## config.mk

```make
export PLATFORM = sky130hd
export DESIGN_NAME = alu_sequencer
export DESIGN_NICKNAME = d
export VERILOG_FILES = /design/src/rtl/alu_pkg.sv /design/src/rtl/alu_sequencer.sv
export SDC_FILE = /design/constraint.sdc
export NUM_CORES = 1
export LEC_CHECK = 0
export CORE_MARGIN = 4
export CORE_UTILIZATION = 46
export CTS_BUF_LIST = sky130_fd_sc_hd__clkbuf_4
export DETAILED_ROUTE_END_ITERATION = 16
export PLACE_DENSITY = 0.92
export SYNTH_ARGS = -nofsm -noshare
export SYNTH_HDL_FRONTEND = slang
export SYNTH_SLANG_ARGS = --single-unit
```

## constraint.sdc

```tcl
create_clock -name clk -period 2 [get_ports clk]
set_clock_uncertainty 0.1 [all_clocks]
set_input_delay 0.5 -clock clk [delete_from_list [all_inputs] [get_ports clk]]
set_output_delay 0.5 -clock clk [all_outputs]
set_load 0.03 [all_outputs]
```

## src/rtl/alu_pkg.sv

```systemverilog
// rtl/alu_pkg.sv - opcode and FSM encodings shared by the byte-serial ALU sequencer.
package alu_pkg;

  localparam logic [5:0] OP_NOT = 6'b000001;
  localparam logic [5:0] OP_OR  = 6'b000010;
  localparam logic [5:0] OP_AND = 6'b000100;
  localparam logic [5:0] OP_ADD = 6'b001000;
  localparam logic [5:0] OP_SUB = 6'b010000;
  localparam logic [5:0] OP_XOR = 6'b100000;

  localparam logic [1:0] ST_IDLE = 2'd0;
  localparam logic [1:0] ST_EXEC = 2'd1;
  localparam logic [1:0] ST_DONE = 2'd2;

  function automatic logic is_onehot(input logic [5:0] v);
    return (v != 6'd0) && ((v & (v - 6'd1)) == 6'd0);
  endfunction

endpackage

```

## src/rtl/alu_sequencer.sv

```systemverilog
// rtl/alu_sequencer.sv - drives an external 8-bit ALU byte by byte, LSB first, to build an NBYTES-wide result.
// Optional zero flag output is enabled with ALU_SEQ_ZFLAG_EN.
module alu_sequencer
  import alu_pkg::*;
#(
  parameter int NBYTES = 2
) (
  input  logic                  clk,
  input  logic                  rst_n,
  input  logic                  start,
  input  logic [5:0]            op,
  input  logic [8*NBYTES-1:0]   opa,
  input  logic [8*NBYTES-1:0]   opb,
  output logic                  busy,
  output logic                  done,
  output logic [8*NBYTES-1:0]   result,
  output logic                  carry,
  output logic [7:0]            alu_a1,
  output logic [7:0]            alu_a2,
  output logic [5:0]            alu_op,
  output logic                  alu_e,
  output logic                  alu_cin,
  input  logic [7:0]            alu_out,
  input  logic                  alu_cout
`ifdef ALU_SEQ_ZFLAG_EN
  , output logic                zero
`endif
);

  localparam int IW = (NBYTES > 1) ? $clog2(NBYTES) : 1;

  logic [1:0]          state;
  logic [IW-1:0]       idx;
  logic [5:0]          op_q;
  logic [8*NBYTES-1:0] opa_q;
  logic [8*NBYTES-1:0] opb_q;
  logic                cin_q;
  logic [8*NBYTES-1:0] next_result;
  logic                exec;
  logic                arith;
  logic                last;

  assign exec  = (state == ST_EXEC);
  assign arith = (op_q == OP_ADD) || (op_q == OP_SUB);
  assign last  = (idx == IW'(NBYTES - 1));
  assign busy  = (state != ST_IDLE);
  assign done  = (state == ST_DONE);

  // Carry chain only links bytes of ADD/SUB; byte 0 always starts clean.
  assign alu_e   = exec;
  assign alu_op  = exec ? op_q : 6'd0;
  assign alu_a1  = exec ? opa_q[8*int'(idx) +: 8] : 8'd0;
  assign alu_a2  = exec ? opb_q[8*int'(idx) +: 8] : 8'd0;
  assign alu_cin = exec && arith && (idx != '0) ? cin_q : 1'b0;

  always_comb begin
    next_result = result;
    next_result[8*int'(idx) +: 8] = alu_out;
  end

  always_ff @(posedge clk or negedge rst_n) begin
    if (!rst_n) begin
      state  <= ST_IDLE;
      idx    <= '0;
      op_q   <= 6'd0;
      opa_q  <= '0;
      opb_q  <= '0;
      cin_q  <= 1'b0;
      result <= '0;
      carry  <= 1'b0;
`ifdef ALU_SEQ_ZFLAG_EN
      zero   <= 1'b0;
`endif
    end else begin
      case (state)
        ST_IDLE: begin
          if (start) begin
            state  <= ST_EXEC;
            // Malformed opcodes run with opflag 0 so the ALU produces zeros.
            op_q   <= is_onehot(op) ? op : 6'd0;
            opa_q  <= opa;
            opb_q  <= opb;
            idx    <= '0;
            cin_q  <= 1'b0;
            result <= '0;
            carry  <= 1'b0;
`ifdef ALU_SEQ_ZFLAG_EN
            zero   <= 1'b0;
`endif
          end
        end
        ST_EXEC: begin
          result <= next_result;
          cin_q  <= alu_cout;
          idx    <= idx + 1'b1;
          if (last) begin
            state <= ST_DONE;
            carry <= arith ? alu_cout : 1'b0;
`ifdef ALU_SEQ_ZFLAG_EN
            zero  <= (next_result == '0);
`endif
          end
        end
        ST_DONE: state <= ST_IDLE;
        default: state <= ST_IDLE;
      endcase
    end
  end

endmodule

```

==> impl_results.md, run 1 <==
* Outcome: finished with violations
* Violated checks: hold timing, setup timing
* Hold Path Class: primary input to asynchronous set/reset pin
* Seq/Total Area, Yosys at 0.576
* Layout cells sized above 1 at 0.309
* TritonCTS Buffers at 9
* Drt first pass iters at 4
* Die footprint at 0.00683 mm2
* PwrDens at 1620 mW/mm2
* Area Growth Syn to Fin at 67.2%
* Peak supply drop at 0.000927 V
* Vias in the first global route at 2447
* Worst Setup End Kind: output pin
* R2R cell count at 5
* Initial antenna violation count at 0
* Slew Limit Fails at 0
* Nets@finish at 428
* RD Place Congestion at 0.820
* Die width at 82.7 um
* Area of the multi-input gates at roughly 0.0014 mm2
* Clk_lat worst skew at 0.39 ns
* Clock-pin slew on the worst setup and hold paths at approximately 0.1 ns
* # IOs at 93
* CTS tree: built
* DRC violations left at 0
* Crit path max fanout at 2
* IO Port Bufs at around 90
* Startpoint Class: flip-flop
* Pre-CTS setup slack at -0.119 ns
* Syn Nets at 312
* Inst Count DP at 424
* WP data required at around 1.4 ns
* Clock Tree Buf Depth at 2
* Leak pwr at about 2.0 nW
* Final instance area at ~0.0043 mm2
* Netlist Area Pre-Place at 0.00256 mm2
* Total gr overflow at 0
* CP arrival at 1.77 ns
* Core ar. at 0.00527 mm2
* Largest net degree at the start of global routing at 60
* Diodes inserted at 0
* Vias/cell at 5.20
* Critical path class: flip-flop to output pin
* Routed len/inst at about 16 um
* CTS root buf: clkbuf_4
* Fin Hold WS at -0.0114 ns
* Global-route usage over all layers at 0.233
* # fillers at 321
* Die span in y at roughly 83 um
* Fmax at ~420 MHz
* Tightest Pin Transition at 0.435 ns
* Max Cap Viol at 0
* RSZ-0062 raised after global routing: true
* Fin crit share at 1.19
* Setup Viol. Count Final at 23
* First-pass GRT wire length at between 10000 and 15000 um
* Post-synthesis register bit count at 59
* Reg area at 0.00148 mm2
* Non-filler instance count after layout at between 400 and 500
* PnR Total Power at slightly below 7 mW
* Vias at 2352
* Mean Syn Cell Area at 9.79 um2
* Post-synthesis cell type count at 27
* CTS H-Tree Depth at 3
* Std cell rows at 26
* Hpwl dp at 4630 um
* Final Critical Period at 2.37 ns
* Post-DP Area at 0.00359 mm2
* Sink Count at 59
* Hold Fails Final Rpt at 11
* Synthesis Warnings at 0
* Setup WS post-layout at -0.372 ns
* Slew headroom at 0.710
* Final ANT Viol Nets at 0
* Initial Utilization at 0.487
* Violation count after the first detailed-route iteration at 90
* Mapped Cells at 262
* Total wire length at 7450 um
-- synth_stat cells, drive strengths merged --
library cell  instances  area share
nand2               101        0.15
clkbuf                6      0.0088
mux2i                16       0.062
or3b                  1      0.0034
inv                   6      0.0088
and2b                 1      0.0029
and2                  6       0.015
buf                   7       0.013
or4                   1      0.0029
a22o                 16       0.055
dfrtp                59        0.58
and3b                 1      0.0034
nor4                  3       0.016
nor2                 19       0.029
a32o                  5       0.020
nor3b                 2      0.0098
o21ai                 3      0.0059
or2                   2      0.0049
xnor2                 1      0.0034
or2b                  1      0.0029
nand2b                2      0.0049
and3                  1      0.0024
nand3                 2      0.0039
-- placed cells by master, fill, tap and decap left out, types with 2 or more instances in the layout --
master             n
nor3b_4            2
mux2i_2            2
nor2_4            17
dlygate4sd2_1     17
clkbuf_4          11
buf_12             4
nand3_1            2
a32o_1             5
buf_6             26
inv_1              5
buf_16             3
nand2b_1           2
nand2_1          101
o21ai_0            3
and2_4             6
a22o_1            16
buf_4             18
dfrtp_1           58
clkdlybuf4s50_1   48
mux2i_4           14
buf_2              2
clkinv_2           3
-- state kept, by name, indices dropped and copies added (netlist names) --
signal / count
state: 2
op_q: 6
result: 16
opa_q: 16
opb_q: 16
idx: 1
carry: 1
cin_q: 1
-- metal layers --
metal  vias up  track usage  routed length, um
met5         -            0                  0
met4         0       0.0817                138
met3        16       0.0651                513
met2        85        0.413               3870
met1      1144        0.269               2930
li1       1107            -                  -
-- critical path: stages, from the launching register on --
cell     delay, ns
dfrtp_1       0.39
or4_4         0.55
nor2_4        0.14
and3_4        0.18
buf_6         0.12
-- final timing paths --
kind,to,slack (ns),from
min in group clk,carry$_DFFE_PN0P_,0.39,carry$_DFFE_PN0P_
worst min-delay path,result[7]$_DFFE_PN0P_,-0.01,rst_n
worst max register to register,op_q[0]$_DFFE_PN0P_,0.15,state[0]$_DFFE_PN0P_
worst max-delay path,alu_cin,-0.37,op_q[5]$_DFFE_PN0P_
worst min register to register,carry$_DFFE_PN0P_,0.39,carry$_DFFE_PN0P_
max in group asynchronous,idx$_DFFE_PN0P_,1.52,rst_n
-- report_power, final --
group          switching, mW  total, mW  leakage [nW]  internal (mW)
Combinational           2.20       4.16          1.23           1.96
Clock                  0.412      0.679        0.0639          0.267
Sequential             0.427       2.09         0.752           1.67
Total                   3.04       6.93          2.05           3.89
-- area by class of cell --
type,count,area share
repair buffers,118,0.287
clock inverters,4,0.00438
well taps,70,0.0204
flip-flops and latches,59,0.345
multi-input cells,184,0.318
clock buffers,11,0.0193
inverters,6,0.00642
-- cells by family after synthesis --
kind of cell	Yosys count	share of synthesized area
AO/OA/AOI/OAI	24	0.0800
XOR/XNOR	1	0.00342
buffers and inverters	19	0.0302
flip-flops	59	0.576
multiplexers	16	0.0624
AND/OR/NAND/NOR	143	0.248
-- metrics by stage --
step                      setup TNS (ns)   util
after global routing               -4.26  0.814
final                              -2.92  0.814
after floorplan                   -0.498      -
after detailed placement           -1.56  0.682
after global placement            -0.741  0.682
after CTS                          -2.84  0.785
-- timing repair --
action                     CTS  global route
setup endpoints to repair   43            33
setup buffers               10             1
hold endpoints to repair     0             0
hold buffers                 0             0
cloned                       3             0
gates resized for setup    116            24
pin swaps                   25             3
Note: power is estimated with default switching activity, not from simulation.
==> run 2, diff against run 1 <==
--- a/config.mk
+++ b/config.mk
@@ -9,7 +9,7 @@
 export CORE_UTILIZATION = 46
 export CTS_BUF_LIST = sky130_fd_sc_hd__clkbuf_4
 export DETAILED_ROUTE_END_ITERATION = 16
-export PLACE_DENSITY = 0.92
+export PLACE_DENSITY = 0.89
 export SYNTH_ARGS = -nofsm -noshare
 export SYNTH_HDL_FRONTEND = slang
 export SYNTH_SLANG_ARGS = --single-unit
==> run 2 against run 1 <==
Compared with the run above: worst setup slack worse by 0.014 ns; highest routed layer unchanged; combinational power fell by 4%; core utilization down 1.0 points; largest power group unchanged; non-clock buffer count is 4 higher; the run ends with setup timing left; flip-flop and latch count did not move; critical path depth stayed put; register-to-register slack got worse by 0.02 ns; final area fell by 1.3%; sequential power shrank 2%.
==> impl_results.md, run 2 (synthesis results as in run 1) <==
* Outcome: finished with violations
* Violated checks: setup timing
* CTS root buf: clkbuf_4
* Nets@finish at 432
* Std cell rows at 26
* Die width at 82.7 um
* Crit path max fanout at 2
* Die span in y at 82.7 um
* PwrDens at 1580 mW/mm2
* Vias/cell at 5.14
* CTS H-Tree Depth at 3
* Area Growth Syn to Fin at 65.1%
* Max stage delay on crit path at 0.56 ns
* TritonCTS Buffers at 9
* Most frequent cells in the layout: nand2_1 (101), dfrtp_1 (58), clkdlybuf4s50_1 (48), buf_6 (27), buf_4 (21)
* First-pass GRT wire length at 11500 um
* Slew headroom at 0.552
* Initial antenna violation count at 0
* Hpwl dp at 4700 um
* Clock-pin slew on the worst setup and hold paths at 0.09 ns
* # fillers at 340
* DRC violations left at 0
* Violation count after the first detailed-route iteration at about 100
* Vias at around 2300
* Vias in the first global route at 2386
* Hold Fails Final Rpt at 0
* Sink Count at 59
* Aggregate negative setup slack at -3.72 ns
* IO Port Bufs at 92
* Global-route usage over all layers at 0.230
* Drt first pass iters at 4
* Final Critical Period at between 2 and 2.5 ns
* Final ANT Viol Nets at 0
* Final instance area at 0.00423 mm2
* Top Registers: opa_q x16, opb_q x16, result x16
* Setup Viol. Count Final at 24
* Seq pwr share at 0.305
* RD Place Congestion at about 0.77
* Pre-CTS setup slack at -0.152 ns
* Sw frac at 0.438
* RSZ-0062 raised after global routing: true
* Fmax at 419 MHz
* Largest net degree at the start of global routing at 30
* CP arrival at between 1.5 and 2 ns
* Routed len/inst at 16.0 um
* Layout cells sized above 1 at 0.311
* Hold Path Class: flip-flop to flip-flop
* # IOs at 93
* CTS tree: built
* Reg area at 0.00148 mm2
* Clock Tree Buf Depth at 2
* Total wire length at 7280 um
* Slew Limit Fails at 0
* Max stage delay cell, worst path: or4_4
* Combinational fraction of design power at 0.594
* Setup WS post-layout at -0.386 ns
* Switching power at 2.94 mW
* Post-DP Area at 0.00360 mm2
* Fin crit share at 1.19
* Tightest Pin Transition at 0.669 ns
* Max Cap Viol at 0
* Area of the multi-input gates at about 0.0013 mm2
* Peak supply drop at slightly above 0.0009 V
* Cell Int Power at around 3.8 mW
* WP data required at 1.40 ns
* Initial Utilization at 0.487
* Core ar. at approximately 0.0053 mm2
* Clk_lat worst skew at about 0.40 ns
* Worst Setup End Kind: output pin
* Startpoint Class: flip-flop
* Critical path class: flip-flop to output pin
* Clk pwr share at 0.101
* Total gr overflow at 0
* Commonest non-fill, non-tap cell in the layout: nand2_1
* Die footprint at 0.00683 mm2
* Leak pwr at just over 2 nW
* Diodes inserted at 0
* Critical-path cell list: or4_4 -> nor2_4 -> and3_4 -> buf_6
run 2: path summary, 6_finish.rpt:
path                       slack, ns                    from                endpoint  depth (start not counted)
max                            -0.39     op_q[5]$_DFFE_PN0P_                 alu_cin                          4
min                             0.40  result[11]$_DFFE_PN0P_  result[11]$_DFFE_PN0P_                          1
max reg2reg                     0.13    state[1]$_DFFE_PN0P_     op_q[0]$_DFFE_PN0P_                          5
min reg2reg                     0.40  result[11]$_DFFE_PN0P_  result[11]$_DFFE_PN0P_                          1
max in group asynchronous       0.83                   rst_n   opb_q[10]$_DFFE_PN0P_                          3
min in group asynchronous       0.47                   rst_n   result[3]$_DFFE_PN0P_                          2
run 2: critical path, delay by kind of cell, from the launching register on:
family,cells,cell delay (ns)
flip-flops,1,0.40
AND/OR/NAND/NOR,3,0.87
buffers and inverters,1,0.12
run 2: power groups by stage:
stage / clock network (mW) / logic [mW] / registers, mW
floorplan: 0 / 1.58 / 2.10
global placement: 0 / 2.81 / 1.92
detailed placement: 0 / 2.88 / 1.95
CTS: 0.692 / 4.01 / 2.00
global route: 0.751 / 4.26 / 2.09
finish: 0.677 / 3.98 / 2.04
run 2: final cells by class:
class / instances / area share
Sequential cell: 59 / 0.349
Multi-Input combinational cell: 184 / 0.307
Timing Repair Buffer: 122 / 0.293
Tap cell: 70 / 0.0207
Clock buffer: 11 / 0.0195
Inverter: 6 / 0.00709
Clock inverter: 4 / 0.00443
run 2: timing repair:
action	4_1_cts	5_1_grt
endpoints found under the setup margin	43	30
gates cloned	3	0
endpoints found under the hold margin	15	0
pin swaps	20	4
hold buffers	1	0
resized for setup	119	17
setup buffers	12	2
run 2: stage by stage:
stage / power, mW / instances / hold slack, ns / util
final: 6.70 / 456 / 0.402 / 0.803
after global routing: 7.10 / 456 / 0.419 / 0.803
after CTS: 6.70 / 457 / 0.383 / 0.803
after detailed placement: 4.83 / 426 / 0.361 / 0.683
after global placement: 4.73 / 426 / 0.356 / 0.683
after floorplan: 3.69 / 262 / 0.104 / -
run 2: layer usage:
layer / GRT usage / routed length [um]
met5: 0 / 0
met3: 0.0466 / 475
met4: 0.111 / 161
met2: 0.390 / 3810
met1: 0.278 / 2840
==> run 3, diff against run 2 <==
--- a/config.mk
+++ b/config.mk
@@ -5,11 +5,11 @@
 export SDC_FILE = /design/constraint.sdc
 export NUM_CORES = 1
 export LEC_CHECK = 0
-export CORE_MARGIN = 4
+export CORE_MARGIN = 8
 export CORE_UTILIZATION = 46
 export CTS_BUF_LIST = sky130_fd_sc_hd__clkbuf_4
 export DETAILED_ROUTE_END_ITERATION = 16
-export PLACE_DENSITY = 0.89
+export PLACE_DENSITY = 0.82
 export SYNTH_ARGS = -nofsm -noshare
 export SYNTH_HDL_FRONTEND = slang
 export SYNTH_SLANG_ARGS = --single-unit
==> run 3 against run 2 <==
Compared with the run above: the flow still finishes with violations (setup timing); worst hold slack got worse by 0.021 ns; cell count is 0.88% higher; sequential power decreased by 4%; non-clock buffer count increased by 1; worst setup slack better by 0.037 ns; register-to-register slack barely moved; combinational power fell by 4%; sequential share of layout area up 0.39 points; wire length down 3.8%; core utilization shrank 3.3 points; critical path type unchanged; critical endpoint unchanged.
==> impl_results.md, run 3 (synthesis results as in run 1) <==
* Setup WS post-layout at -0.349 ns
* Max stage delay cell, worst path: or4_4
* Slew Limit Fails at 0
* DRC violations left at 0
* IO Port Bufs at a little over 90
* Commonest non-fill, non-tap cell in the layout: nand2_1
* Final ANT Viol Nets at 0
* Global-route usage over all layers at 0.179
* Most frequent cells in the layout: nand2_1 (101), dfrtp_1 (58), clkdlybuf4s50_1 (48), buf_6 (27), buf_4 (21)
* Area Growth Syn to Fin at 63.3%
* R2R cell count at 6
* Crit path max fanout at 3
* Setup Viol. Count Final at 24
* CTS H-Tree Depth at 3
* Sink Count at between 50 and 60
* Die footprint at 0.00822 mm2
* Hold worst-path end: opa_q[0]$_DFFE_PN0P_
* Slew headroom at 0.585
* Violated checks: setup timing
* Largest net degree at the start of global routing at 60
* PwrDens at 1570 mW/mm2
* Critical path class: flip-flop to output pin
* Max stage delay on crit path at about 0.53 ns
* Vias at 2294
* Hpwl dp at 4760 um
* Sw frac at 0.426
* Die width at 90.7 um
* Critical-path cell list: or4_4 -> nor2_4 -> and3_4 -> buf_6
* Nets@finish at around 430
* Fmax at 426 MHz
* RSZ-0062 raised after global routing: true
* Diodes inserted at 0
* Hold Crit Start: opa_q[0]$_DFFE_PN0P_
* CP arrival at 1.75 ns
* Core ar. at 0.00544 mm2
* Non-filler instance count after layout at 460
* Combinational fraction of design power at 0.579
* WP data required at 1.40 ns
* Tightest Pin Transition at 0.620 ns
* Top Registers: opa_q x16, opb_q x16, result x16
* Worst Setup End Kind: output pin
* Vias in the first global route at 2449
* Cell Int Power at about 3.8 mW
* Initial antenna violation count at 0
* Leak pwr at 2.08 nW
* Clk pwr share at 0.124
* Reg-to-reg slack, setup at around 0.13 ns
* Initial Utilization at 0.472
* Reg2reg start: state[1]$_DFFE_PN0P_
* Seq pwr share at 0.297
* Hold Path Class: flip-flop to flip-flop
* Drt first pass iters at 4
* Total gr overflow at 0
* Clk_lat worst skew at 0.39 ns
* RD Place Congestion at 0.708
* Peak supply drop at 0.00101 V
* Layout cells sized above 1 at 0.281
* Fin crit share at 1.17
* # IOs at 93
* Inst Count DP at about 430
* Clock-pin slew on the worst setup and hold paths at 0.09 ns
* Switching power at roughly 2.8 mW
* Clock Tree Buf Depth at 2
* TritonCTS Buffers at 9
* Crit Reg-Reg Endpoint: op_q[0]$_DFFE_PN0P_
* Std cell rows at 27
* Hold Fails Final Rpt at 0
* CTS root buf: clkbuf_4
* Cell depth of the worst hold path at 2
* Routed len/inst at 15.2 um
* Die span in y at 90.7 um
* Violation count after the first detailed-route iteration at 73
* Pre-CTS setup slack at -0.125 ns
* CTS tree: built
* Startpoint Class: flip-flop
* Vias/cell at 4.99
* Total wire length at between 7000 and 8000 um
* Max Cap Viol at 0
* Final Critical Period at 2.35 ns
* Outcome: finished with violations
* First-pass GRT wire length at around 12000 um
[run 3: final cells by class]
cell class | count | area [um2]
Sequential cell | 59 | 1480
Timing Repair Buffer | 123 | 1260
Fill cell | 371 | 1250
Multi-Input combinational cell | 184 | 1200
Tap cell | 72 | 90.1
Clock buffer | 10 | 75.1
Clock inverter | 6 | 56.3
Inverter | 6 | 27.5
[run 3: power groups by stage]
stage	Combinational, mW	Sequential, mW	Clock, mW
5_1_grt	4.08	2.01	0.908
2_1_floorplan	1.58	2.10	0
3_3_place_gp	2.91	1.95	0
6_report	3.81	1.95	0.814
3_5_place_dp	2.95	1.97	0
4_1_cts	3.73	1.94	0.837
[run 3: worst max-delay path, delay by kind of cell, from the launching register on]
kind                   cells  cell delay (ns)
buffers and inverters      1             0.12
flip-flops                 1             0.41
AND/OR/NAND/NOR            3             0.82
[run 3: worst max path at each step]
stage                     cells past startpoint             endpoint  slack, ns            startpoint
after CTS                                     4              alu_cin      -0.35   op_q[0]$_DFFE_PN0P_
final                                         4              alu_cin      -0.35   op_q[1]$_DFFE_PN0P_
after floorplan                               4            alu_a1[4]      -0.05  state[1]$_DFFE_PN0P_
after global placement                        4  op_q[3]$_DFFE_PN0P_      -0.09                 start
after global routing                          4              alu_cin      -0.40   op_q[0]$_DFFE_PN0P_
after detailed placement                      4  op_q[3]$_DFFE_PN0P_      -0.13                 start
[run 3: through the flow]
step | TNS [ns] | util | total power [mW] | hold slack, ns | cell area [um2]
floorplan | -0.498 | - | 3.69 | 0.104 | 2560
finish | -3.33 | 0.770 | 6.58 | 0.381 | 4190
detailed placement | -2.35 | 0.667 | 4.92 | 0.362 | 3630
CTS | -3.67 | 0.761 | 6.51 | 0.385 | 4140
global route | -5.26 | 0.770 | 7.00 | 0.416 | 4190
global placement | -1.36 | 0.667 | 4.86 | 0.357 | 3630
[run 3: per-layer routing]
metal / global-route usage / share of wire
met4: 0.0971 / 0.024
met2: 0.278 / 0.48
met1: 0.212 / 0.42
met5: 0 / 0
met3: 0.0632 / 0.075
[run 3: what timing repair did]
action,CTS,global route
cloned,1,0
setup buffers,11,4
pin swaps,22,4
endpoints found under the hold margin,42,0
gates resized for setup,103,9
setup endpoints to repair,43,29
hold buffers,1,0
